===== src/rtl/hazard_unit.sv =====
// Hazard control for the five-stage pipeline: forwarding selects, stall/flush
// generation from a private E/M/W destination scoreboard, and saturating event counters.
module hazard_unit #(
  parameter int CNT_W = 16
) (
  input  logic             clk,
  input  logic             reset,
  input  logic [4:0]       rs1D,
  input  logic [4:0]       rs2D,
  input  logic [4:0]       rdD,
  input  logic             regwriteD,
  input  logic             memtoregD,
  input  logic             branchD,
  input  logic             jumpD,
  input  logic             pcsrcD,
  input  logic             clr_cnt,
  output logic [1:0]       forwardAE,
  output logic [1:0]       forwardBE,
  output logic             forwardAD,
  output logic             forwardBD,
  output logic             stallF,
  output logic             stallD,
  output logic             flushD,
  output logic             flushE,
  output logic [CNT_W-1:0] stall_count,
  output logic [CNT_W-1:0] flush_count
);

  logic [4:0] rs1E, rs2E, rdE, rdM, rdW;
  logic       regwriteE, memtoregE, regwriteM, memtoregM, regwriteW;
  logic       lwStall, branchStall, stallAny, flushAny;

  // x0 is hardwired to zero, so it never participates in a dependency.
  function automatic logic regHit(input logic [4:0] src, input logic [4:0] dst);
    return (src != 5'd0) && (src == dst);
  endfunction

  always_comb begin
    lwStall     = memtoregE & regwriteE & (regHit(rs1D, rdE) | regHit(rs2D, rdE));
    branchStall = branchD &
                  ((regwriteE & (regHit(rs1D, rdE) | regHit(rs2D, rdE))) |
                   (memtoregM & (regHit(rs1D, rdM) | regHit(rs2D, rdM))));
    stallAny    = reset & (lwStall | branchStall);
    flushAny    = reset & (pcsrcD | jumpD) & ~stallAny;
  end

  always_comb begin
    forwardAE = 2'b00;
    forwardBE = 2'b00;
    forwardAD = 1'b0;
    forwardBD = 1'b0;
    if (reset) begin
      if (regwriteM && regHit(rs1E, rdM))      forwardAE = 2'b10;
      else if (regwriteW && regHit(rs1E, rdW)) forwardAE = 2'b01;
      if (regwriteM && regHit(rs2E, rdM))      forwardBE = 2'b10;
      else if (regwriteW && regHit(rs2E, rdW)) forwardBE = 2'b01;
      forwardAD = regwriteM & regHit(rs1D, rdM);
      forwardBD = regwriteM & regHit(rs2D, rdM);
    end
  end

  assign stallF = stallAny;
  assign stallD = stallAny;
  assign flushE = stallAny;
  assign flushD = flushAny;

  // A stalled D instruction is re-presented next cycle, so E takes a bubble instead.
  always_ff @(posedge clk or negedge reset) begin
    if (!reset) begin
      rs1E      <= 5'd0;
      rs2E      <= 5'd0;
      rdE       <= 5'd0;
      regwriteE <= 1'b0;
      memtoregE <= 1'b0;
      rdM       <= 5'd0;
      regwriteM <= 1'b0;
      memtoregM <= 1'b0;
      rdW       <= 5'd0;
      regwriteW <= 1'b0;
    end else begin
      if (stallAny) begin
        rs1E      <= 5'd0;
        rs2E      <= 5'd0;
        rdE       <= 5'd0;
        regwriteE <= 1'b0;
        memtoregE <= 1'b0;
      end else begin
        rs1E      <= rs1D;
        rs2E      <= rs2D;
        rdE       <= rdD;
        regwriteE <= regwriteD;
        memtoregE <= memtoregD;
      end
      rdM       <= rdE;
      regwriteM <= regwriteE;
      memtoregM <= memtoregE;
      rdW       <= rdM;
      regwriteW <= regwriteM;
    end
  end

  always_ff @(posedge clk or negedge reset) begin
    if (!reset) begin
      stall_count <= '0;
      flush_count <= '0;
    end else if (clr_cnt) begin
      stall_count <= '0;
      flush_count <= '0;
    end else begin
      if (stallAny && (stall_count != '1)) stall_count <= stall_count + CNT_W'(1);
      if (flushAny && (flush_count != '1)) flush_count <= flush_count + CNT_W'(1);
    end
  end

endmodule


===== config.mk =====
export PLATFORM = sky130hd
export DESIGN_NAME = hazard_unit
export DESIGN_NICKNAME = d
export VERILOG_FILES = /design/src/rtl/hazard_unit.sv
export SDC_FILE = /design/constraint.sdc
export NUM_CORES = 1
export LEC_CHECK = 0
export CAP_MARGIN = 5
export CORE_AREA = 3 3 108 131
export CTS_CLUSTER_SIZE = 25
export DETAILED_ROUTE_END_ITERATION = 7
export DIE_AREA = 0 0 111 134
export PLACE_DENSITY_LB_ADDON = 0.25
export SLEW_MARGIN = 10
export SYNTH_ARGS = -nofsm -noshare
export SYNTH_HDL_FRONTEND = slang
export SYNTH_SLANG_ARGS = --single-unit

===== constraint.sdc =====
create_clock -name clk -period 6.6 [get_ports clk]
set_clock_uncertainty 0.05 [all_clocks]
set_input_delay 0.99 -clock clk [delete_from_list [all_inputs] [get_ports clk]]
set_output_delay 0.99 -clock clk [all_outputs]
set_load 0.01 [all_outputs]

==> results of run 1 <==
## registers in the layout (all words and copies together) (netlist names)
name,cells
memtoregM,1
rdE,5
stall_count,16
regwriteE,1
memtoregE,1
regwriteW,1
rdW,5
rs2E,5
regwriteM,1
flush_count,16
rdM,5
rs1E,5
## layout by cell type, fill, tap and decap left out, types with 4 or more instances in the layout
master            n
buf_4             4
nor2_1           36
nor4_1            9
xor2_1           15
nand2_1          19
dfrtp_1          62
and3_1            4
a21oi_1          10
nor2b_1           9
clkdlybuf4s50_1  63
nand4_1           9
o21ai_0           6
or4_1             4
a211oi_1          6
or3_1             4
mux2_2           10
nand3_1          16
and2_1           19
nor3_1           11
clkbuf_16         9
xnor2_1          37
inv_1             8
## logic make-up after synthesis
| family | count (synthesis) | synth area share (%) |
|---|---|---|
| compound gates | 35 | 7.289 |
| simple gates | 147 | 23.64 |
| mux | 11 | 3.779 |
| fa+ha+maj | 2 | 0.7712 |
| buf+inv | 20 | 2.661 |
| xor+xnor | 52 | 14.04 |
| flops | 62 | 47.82 |
## per-layer routing
| metal | vias to the layer above | global-route usage (%) | share of wire, % | routed length (um) |
|---|---|---|---|---|
| li1 | 1271 | - | - | - |
| met5 | - | 0 | 0 | 0 |
| met3 | 10 | 3.249 | 4.3 | 356 |
| met4 | 0 | 4.654 | 1.8 | 147 |
| met1 | 1251 | 13.59 | 42 | 3502 |
| met2 | 49 | 21.42 | 52 | 4349 |
## stage by stage
| stage | area, sq um | utilization (%) | setup slack [ns] | total power [mW] |
|---|---|---|---|---|
| after floorplan | 3244 | - | 2.957 | 0.4571 |
| after CTS | 4363 | 33.39 | 1.682 | 0.9816 |
| final | 4363 | 33.39 | 1.730 | 0.9624 |
| after detailed placement | 4064 | 31.11 | 1.700 | 0.5003 |
| after global placement | 4064 | 31.11 | 1.755 | 0.5000 |
| after global routing | 4363 | 33.39 | 1.427 | 1.010 |
## area by class of cell
type                    instances  area [sq um]
clock buffers                   9         225.2
fillers                      1360          8702
multi-input cells             247          1607
well taps                     168         210.2
inverters                       8         30.03
flip-flops and latches         62          1551
clock inverters                 7         73.82
repair buffers                 68         665.6
## power by group
part | switching, mW | total, mW | internal [mW] | leakage, nW
sequential | 0.0170 | 0.410 | 0.393 | 0.797
clock | 0.177 | 0.470 | 0.293 | 0.146
combinational | 0.0403 | 0.0822 | 0.0419 | 0.718
## path summary, 6_finish.rpt
kind / cells after the start / startpoint / endpoint / slack [ns]
setup / recovery: 9 / rs2D[1] / stallF / 1.73
hold / removal: 0 / regwriteE / regwriteM / 0.32
setup reg to reg: 7 / rdM[2] / stall_count[14] / 3.75
hold reg to reg: 0 / regwriteE / regwriteM / 0.32
max in group asynchronous: 2 / reset / memtoregM / 5.08
min in group asynchronous: 1 / reset / regwriteW / 0.56
==> out/metrics.cfg, run 1 <==
[run_status]
status = completed

[clock_tree]
clk_path_buf_depth = 2
cts_resized = 0
clkTransAtPathRegs_ns = 0.06
cts_max_level = 3
cts_root_buffer = clkbuf_16
clkLatencyLatePin_ns = 0.33
cts.sinks = 62
cts_buffers = 9
cts_tree = done
postCtsSetupBuffers = 0
hold_buffers = 0

[logic_synthesis]
synth_top_area_share_pct = 47.82
yosysTopAreaCell = dfrtp_1
synth-seq-cells = 62
synth_cell_type_count = 41
yosys-top-cells-count = 62 x dfrtp_1, 37 x xnor2_1, 36 x nor2_1
synthArstFlopShare_pct = 100.0
ys_warn_count = 0
syn_inst = 329
synth_edf_count = 0
synth_most_common_cell = dfrtp_1
synth.avg_cell_area_sq_um = 9.861
ys_seq_area_share_pct = 47.82
syn_area_sq_mm = 0.003244
synth_area_leaders = dfrtp_1 48%, xnor2_1 10%, nor2_1 4.2%, xor2_1 4.0%, and2_1 3.7%
synthFlopType = dfrtp_1
synth_fp_nets = 354

[floorplan]
start_util_pct = 24.83
die_area_sq_mm = 0.01487
fp.coreArea_sq_mm = 0.01307
num_rows = 46
ios = 65
die_w_um = 111
dieHeight_um = 134

[placement]
dpl.hpwl_um = 6073
io_buffers = 64
routabilityCongestion = 0.7977
placed_cells = 553

[setup_path]
crit_type = in -> out
path_cells = clkdlybuf4s50_1 -> or4_1 -> nor2_2 -> nor4_2 -> o211ai_2 -> nand2_2 -> nand2_1 -> inv_1 -> clkdlybuf4s50_1
worstPathBufferInverterCount = 3
required_ns = 5.56
critPathMaxFanout = 26
startpoint_type = input port
crit_top_cell = clkdlybuf4s50_1
slowest_stage = or4_1
crit_arrival_ns = 3.83
critPathMaxStageDelay_ns = 0.57
critical_path.top_delay_family = simple AND/OR/NAND/NOR gates
cp-end-kind = primary output

[global_route]
grt_pass1_vias = 2776
grt_max_degree = 44
grt_use_total_pct = 11.99
grt_pass1_wl_um = 14240
grt_overflow_total = 0
antenna_found_initial = 0

[routing]
drc = 0
wire_per_inst_um = 14.68
dr.pass1.iters = 4
viasPerCell = 4.536
first_iter_violations = 80
finalWirelength_um = 8355
detail-route-antenna-nets = 0
vias = 2581

[finish]
antenna_cells = 0
fin_cells = 569
syn_to_final_growth_pct = 34.48
nNetsFinal = 421
drive_gt1_share_pct = 9.476

[sta]
slew_headroom_pct = 36.31
setup_viol = 0
setup_tns_ns = 0
rsz0062_at_grt = no
max_freq_mhz = 205.3
hold_violations = 0
min_period_ns = 4.870
slew_viol_final = 0
finalCritPeriodShare_pct = 73.79
fin_hold_ws_ns = 0.3183
worst_pin_slew_ns = 0.9512

[pwr]
ir_drop_mv = 0.08799
power_leakage_nw = 1.661
pwr_density_cell_mw_per_mm2 = 220.6

[run]
drv_cap = 0

[worst_hold_path]
hold_class = reg -> reg

Power figures use the tool's default switching activity.
==> inputs of run 2 (changes only) <==
Clock period 6.6 ns to 4.1 ns, I/O delays scaled along.
==> run 2 against run 1 <==
Count of clock-buffer cells in the layout stayed put. Global-route usage is 0.26 points higher. Via count is 2.8% higher. Critical path depth stayed put. Register-to-register slack worse by 2.2 ns. Die area stayed put. Non-clock buffer count is 5 higher. Largest cell class unchanged.
==> out/metrics.cfg, run 2 (same netlist as run 1, synthesis figures left out) <==
[setup_path]
critPathMaxStageDelay_ns = 0.57
r2r-start = stall_count[7]
required_ns = 3.43
critPathMaxFanout = 4
path_cells = clkdlybuf4s50_1 -> or4_1 -> nor2_2 -> nor4_2 -> o211ai_2 -> nand2_2 -> nand2_1 -> inv_1 -> clkdlybuf4s50_1
startpoint_type = input port
critPathCapture = stallF
crit_arrival_ns = 2.86
crit_type = in -> out
r2r_setup_slack_ns = 1.58
worstPathBufferInverterCount = 3
critical_path.top_delay_family = buffers and inverters
slowest_stage = or4_1
startpoint = rs2D[1]
rr_worst_depth = 7
r2r-end = stall_count[14]
cp-end-kind = primary output
cp_num_cells = 9
crit_top_cell = clkdlybuf4s50_1

[sta]
worst_pin_slew_ns = 0.5879
rsz0062_at_grt = no
finalCritPeriodShare_pct = 85.98
setup_tns_ns = 0
min_period_ns = 3.525
max_freq_mhz = 283.7
hold_violations = 0
worst_slack_ns = 0.5748
slew_headroom_pct = 60.76
setup_viol = 0
slew_viol_final = 0

[global_route]
grt_overflow_total = 0
antenna_found_initial = 0
grt_use_total_pct = 12.24
grt_pass1_wl_um = 14500
grt_max_degree = 44
grt_pass1_vias = 2762

[finish]
layout_commonest_cell = clkdlybuf4s50_1
reg_top3 = flush_count: 16 flops, stall_count: 16 flops
utilization_pct = 33.87
syn_to_final_growth_pct = 36.41
mostFrequentLayoutCells = 63 x clkdlybuf4s50_1, 62 x dfrtp_1, 37 x xnor2_1, 36 x nor2_1
final_area_sq_mm = 0.004425
drive_gt1_share_pct = 10.59
antenna_cells = 0
nNetsFinal = 426

[clock_tree]
hold_buffers = 0
cts_resized = 0
cts.sinks = 62
clk_path_buf_depth = 2
cts_max_level = 3
clkLatencyLatePin_ns = 0.33
cts_root_buffer = clkbuf_16
cts_tree = done
postCtsSetupBuffers = 0
cts_buffers = 9
clkTransAtPathRegs_ns = 0.05

[placement]
io_buffers = 64
pre_cts_ws_ns = 0.5631
place_area_sq_mm = 0.004101
routabilityCongestion = 0.8007
dpl.hpwl_um = 6268

[pwr]
pwr_density_cell_mw_per_mm2 = 365.9
total_power_mw = 1.620
clockPowerShare_pct = 50.9
ir_drop_mv = 0.1292
p_int_mw = 1.236
p_switching_mw = 0.3836
pwr-share-comb_pct = 8.3
p_sw_share_pct = 23.69
p_seq_share_pct = 40.8
power_leakage_nw = 1.694

[routing]
finalWirelength_um = 8453
vias = 2652
drc = 0
first_iter_violations = 73
dr.pass1.iters = 4
wire_per_inst_um = 14.73
detail-route-antenna-nets = 0
viasPerCell = 4.620

[floorplan]
die_area_sq_mm = 0.01487
ios = 65
start_util_pct = 24.83
fp.coreArea_sq_mm = 0.01307
num_rows = 46
die_w_um = 111
dieHeight_um = 134

[worst_hold_path]
hold_class = in -> async

[run_status]
status = completed

[run]
drv_cap = 0

## run 2: cell types whose count changed in the layout (fill, tap and decap cells not counted)
cell       change
clkinv_2       -1
bufinv_16      +1
clkinv_4       +1
buf_4          +5
inv_6          -1
## run 2: layout make-up
| cell class | instances | area (sq um) |
|---|---|---|
| clock inverter | 7 | 98.84 |
| timing repair buffer | 73 | 703.2 |
| clock buffer | 9 | 225.2 |
| tap | 168 | 210.2 |
| sequential | 62 | 1551 |
| multi-input combinational | 247 | 1607 |
| fill | 1329 | 8640 |
| inverter | 8 | 30.03 |
## run 2: worst min-delay path by stage
stage	cells past startpoint	slack [ns]	startpoint	endpoint
after floorplan	0	0.27	reset	flush_count[0]
after global placement	0	0.30	memtoregE	memtoregM
after detailed placement	0	0.31	memtoregE	memtoregM
after CTS	1	0.22	reset	stall_count[6]
after global routing	1	0.25	reset	stall_count[12]
final	1	0.21	reset	stall_count[12]
## run 2: through the flow
stage | instances | hold slack (ns)
3_3_place_gp | 558 | 0.3038
3_5_place_dp | 558 | 0.3056
2_1_floorplan | 329 | 0.2694
4_1_cts | 574 | 0.2239
5_1_grt | 574 | 0.2459
6_report | 574 | 0.2112
## run 2: power groups by stage
stage | clock network [mW] | logic [mW] | registers (mW)
2_1_floorplan | 0 | 0.0726 | 0.663
3_3_place_gp | 0 | 0.136 | 0.672
3_5_place_dp | 0 | 0.137 | 0.672
4_1_cts | 0.854 | 0.138 | 0.661
5_1_grt | 0.884 | 0.151 | 0.663
6_report | 0.825 | 0.135 | 0.660
## run 2: layer usage
layer | part of all wire, % | GRT usage, %
met3 | 3.9 | 2.572
met4 | 2.6 | 6.845
met5 | 0 | 0
met1 | 42 | 14.19
met2 | 51 | 21.05
==> inputs of run 3 (changes only) <==
Settings changed: CORE_AREA 3 3 108 131 to 3 3 80 98, DIE_AREA 0 0 111 134 to 0 0 83 101, REMOVE_ABC_BUFFERS set to 1.
==> run 3 against run 2 <==
Worst hold slack got worse by 0.078 ns. Register-to-register slack better by 0.11 ns. Largest cell class unchanged. First-iteration DRC count up 130%. Count of clock-buffer cells in the layout rose by 4. Fmax barely moved. Die area is 44% lower. Critical path depth is 1 lower. Setup slack barely moved. Sequential share of layout area is 1.7 points higher. Total power is 13% lower. Final area decreased by 4.6%.
==> out/metrics.cfg, run 3 (same netlist as run 1, synthesis figures left out) <==
[run_status]
status = completed

[setup_path]
startpoint = rs2D[1]
critPathMaxFanout = 4
r2r-end = stall_count[11]
crit_type = in -> out
r2r-start = rdE[1]
r2r_setup_slack_ns = 1.69
crit_arrival_ns = 2.86
critPathCapture = flushD
cp-end-kind = primary output
startpoint_type = input port
rr_worst_depth = 8
required_ns = 3.43

[clock_tree]
clkLatencyLatePin_ns = 0.33
cts_resized = 0
cts_tree = done
postCtsSetupBuffers = 0
hold_buffers = 0
cts_buffers = 9
clk_path_buf_depth = 2
cts_root_buffer = clkbuf_8
clkTransAtPathRegs_ns = 0.06
cts.sinks = 62
cts_max_level = 3

[finish]
final_area_sq_mm = 0.004223
n_fill_cell = 620
reg_top3 = flush_count: 16 flops, stall_count: 16 flops
drive_gt1_share_pct = 9.901
mostFrequentLayoutCells = 63 x clkdlybuf4s50_1, 62 x dfrtp_1, 37 x xnor2_1, 36 x nor2_1
layout_commonest_cell = clkdlybuf4s50_1
syn_to_final_growth_pct = 30.16
fin_cells = 494
nNetsFinal = 424
antenna_cells = 0

[routing]
wire_per_inst_um = 14.67
drc = 0
viasPerCell = 5.235
met2WireLength_um = 3707
first_iter_violations = 166
met1_length_um = 3110
detail-route-antenna-nets = 0
dr.pass1.iters = 4
dr.max_layer_used = met4
finalWirelength_um = 7247
wl_met3_um = 297
vias = 2586

[floorplan]
ios = 65
start_util_pct = 45.94
die_w_um = 83
fp.coreArea_sq_mm = 0.007062
die_area_sq_mm = 0.008383
num_rows = 34
dieHeight_um = 101

[sta]
finalCritPeriodShare_pct = 85.97
setup_viol = 0
hold_violations = 0
slew_viol_final = 0
slew_headroom_pct = 62.05
rsz0062_at_grt = no
fin_hold_ws_ns = 0.1335
worst_slack_ns = 0.5750
min_period_ns = 3.525
worst_pin_slew_ns = 0.5675
setup_tns_ns = 0
max_freq_mhz = 283.7

[global_route]
grt_pass1_wl_um = 12360
grt_pass1_vias = 2645
grt_overflow_total = 0
antenna_found_initial = 0
grt_use_total_pct = 18.32
grt_max_degree = 32

[placement]
placed_cells = 478
pre_cts_ws_ns = 0.5931
io_buffers = 64
place_area_sq_mm = 0.003989
dpl.hpwl_um = 5301
routabilityCongestion = 0.9198

[pwr]
pwr_density_cell_mw_per_mm2 = 333.0
ir_drop_mv = 0.2085
power_leakage_nw = 1.648

[run]
drv_cap = 0

[worst_hold_path]
hold_class = in -> async

==> run 3: final cells by class <==
type                       count  area [sq um]  share of cell area [%]
clock buffer                  13         168.9                   4.000
multi-input combinational    247          1607                   38.04
inverter                       8         30.03                  0.7111
sequential                    62          1551                   36.74
timing repair buffer          71         688.2                   16.30
tap                           90         112.6                   2.667
clock inverter                 3         65.06                   1.541
==> run 3: routing by layer <==
metal,vias to the layer above,track usage (%)
met5,-,0
met4,0,8.302
met3,13,3.025
met2,72,31.54
met1,1226,22.65
li1,1275,-
==> run 3: metrics by stage <==
step	total power, mW	util (%)
finish	1.406	59.80
global route	1.464	59.80
CTS	1.421	59.80
detailed placement	0.8041	56.48
global placement	0.8004	56.48
floorplan	0.7288	-
==> run 3: worst min path at each step <==
stage	slack (ns)	depth (start not counted)	end	from
after floorplan	0.27	0	flush_count[0]	reset
after global placement	0.30	0	memtoregM	memtoregE
after detailed placement	0.32	0	memtoregM	memtoregE
after CTS	0.12	1	stall_count[8]	reset
after global routing	0.13	1	stall_count[8]	reset
final	0.13	1	stall_count[8]	reset
==> run 3: worst max-delay path, stage by stage <==
cell and delay (ns):
clkdlybuf4s50_1 0.49, or4_1 0.56, nor2_2 0.13, nor4_1 0.09
o21ai_1 0.17, nand2_2 0.10, nor2b_1 0.16, clkdlybuf4s50_1 0.55
==> run 3: report_power, final <==
part	switching (mW)	leakage, nW	total, mW	internal (mW)
clock	0.223	0.120	0.615	0.392
combinational	0.0646	0.731	0.133	0.0686
sequential	0.0264	0.797	0.658	0.632
total	0.314	1.65	1.41	1.09
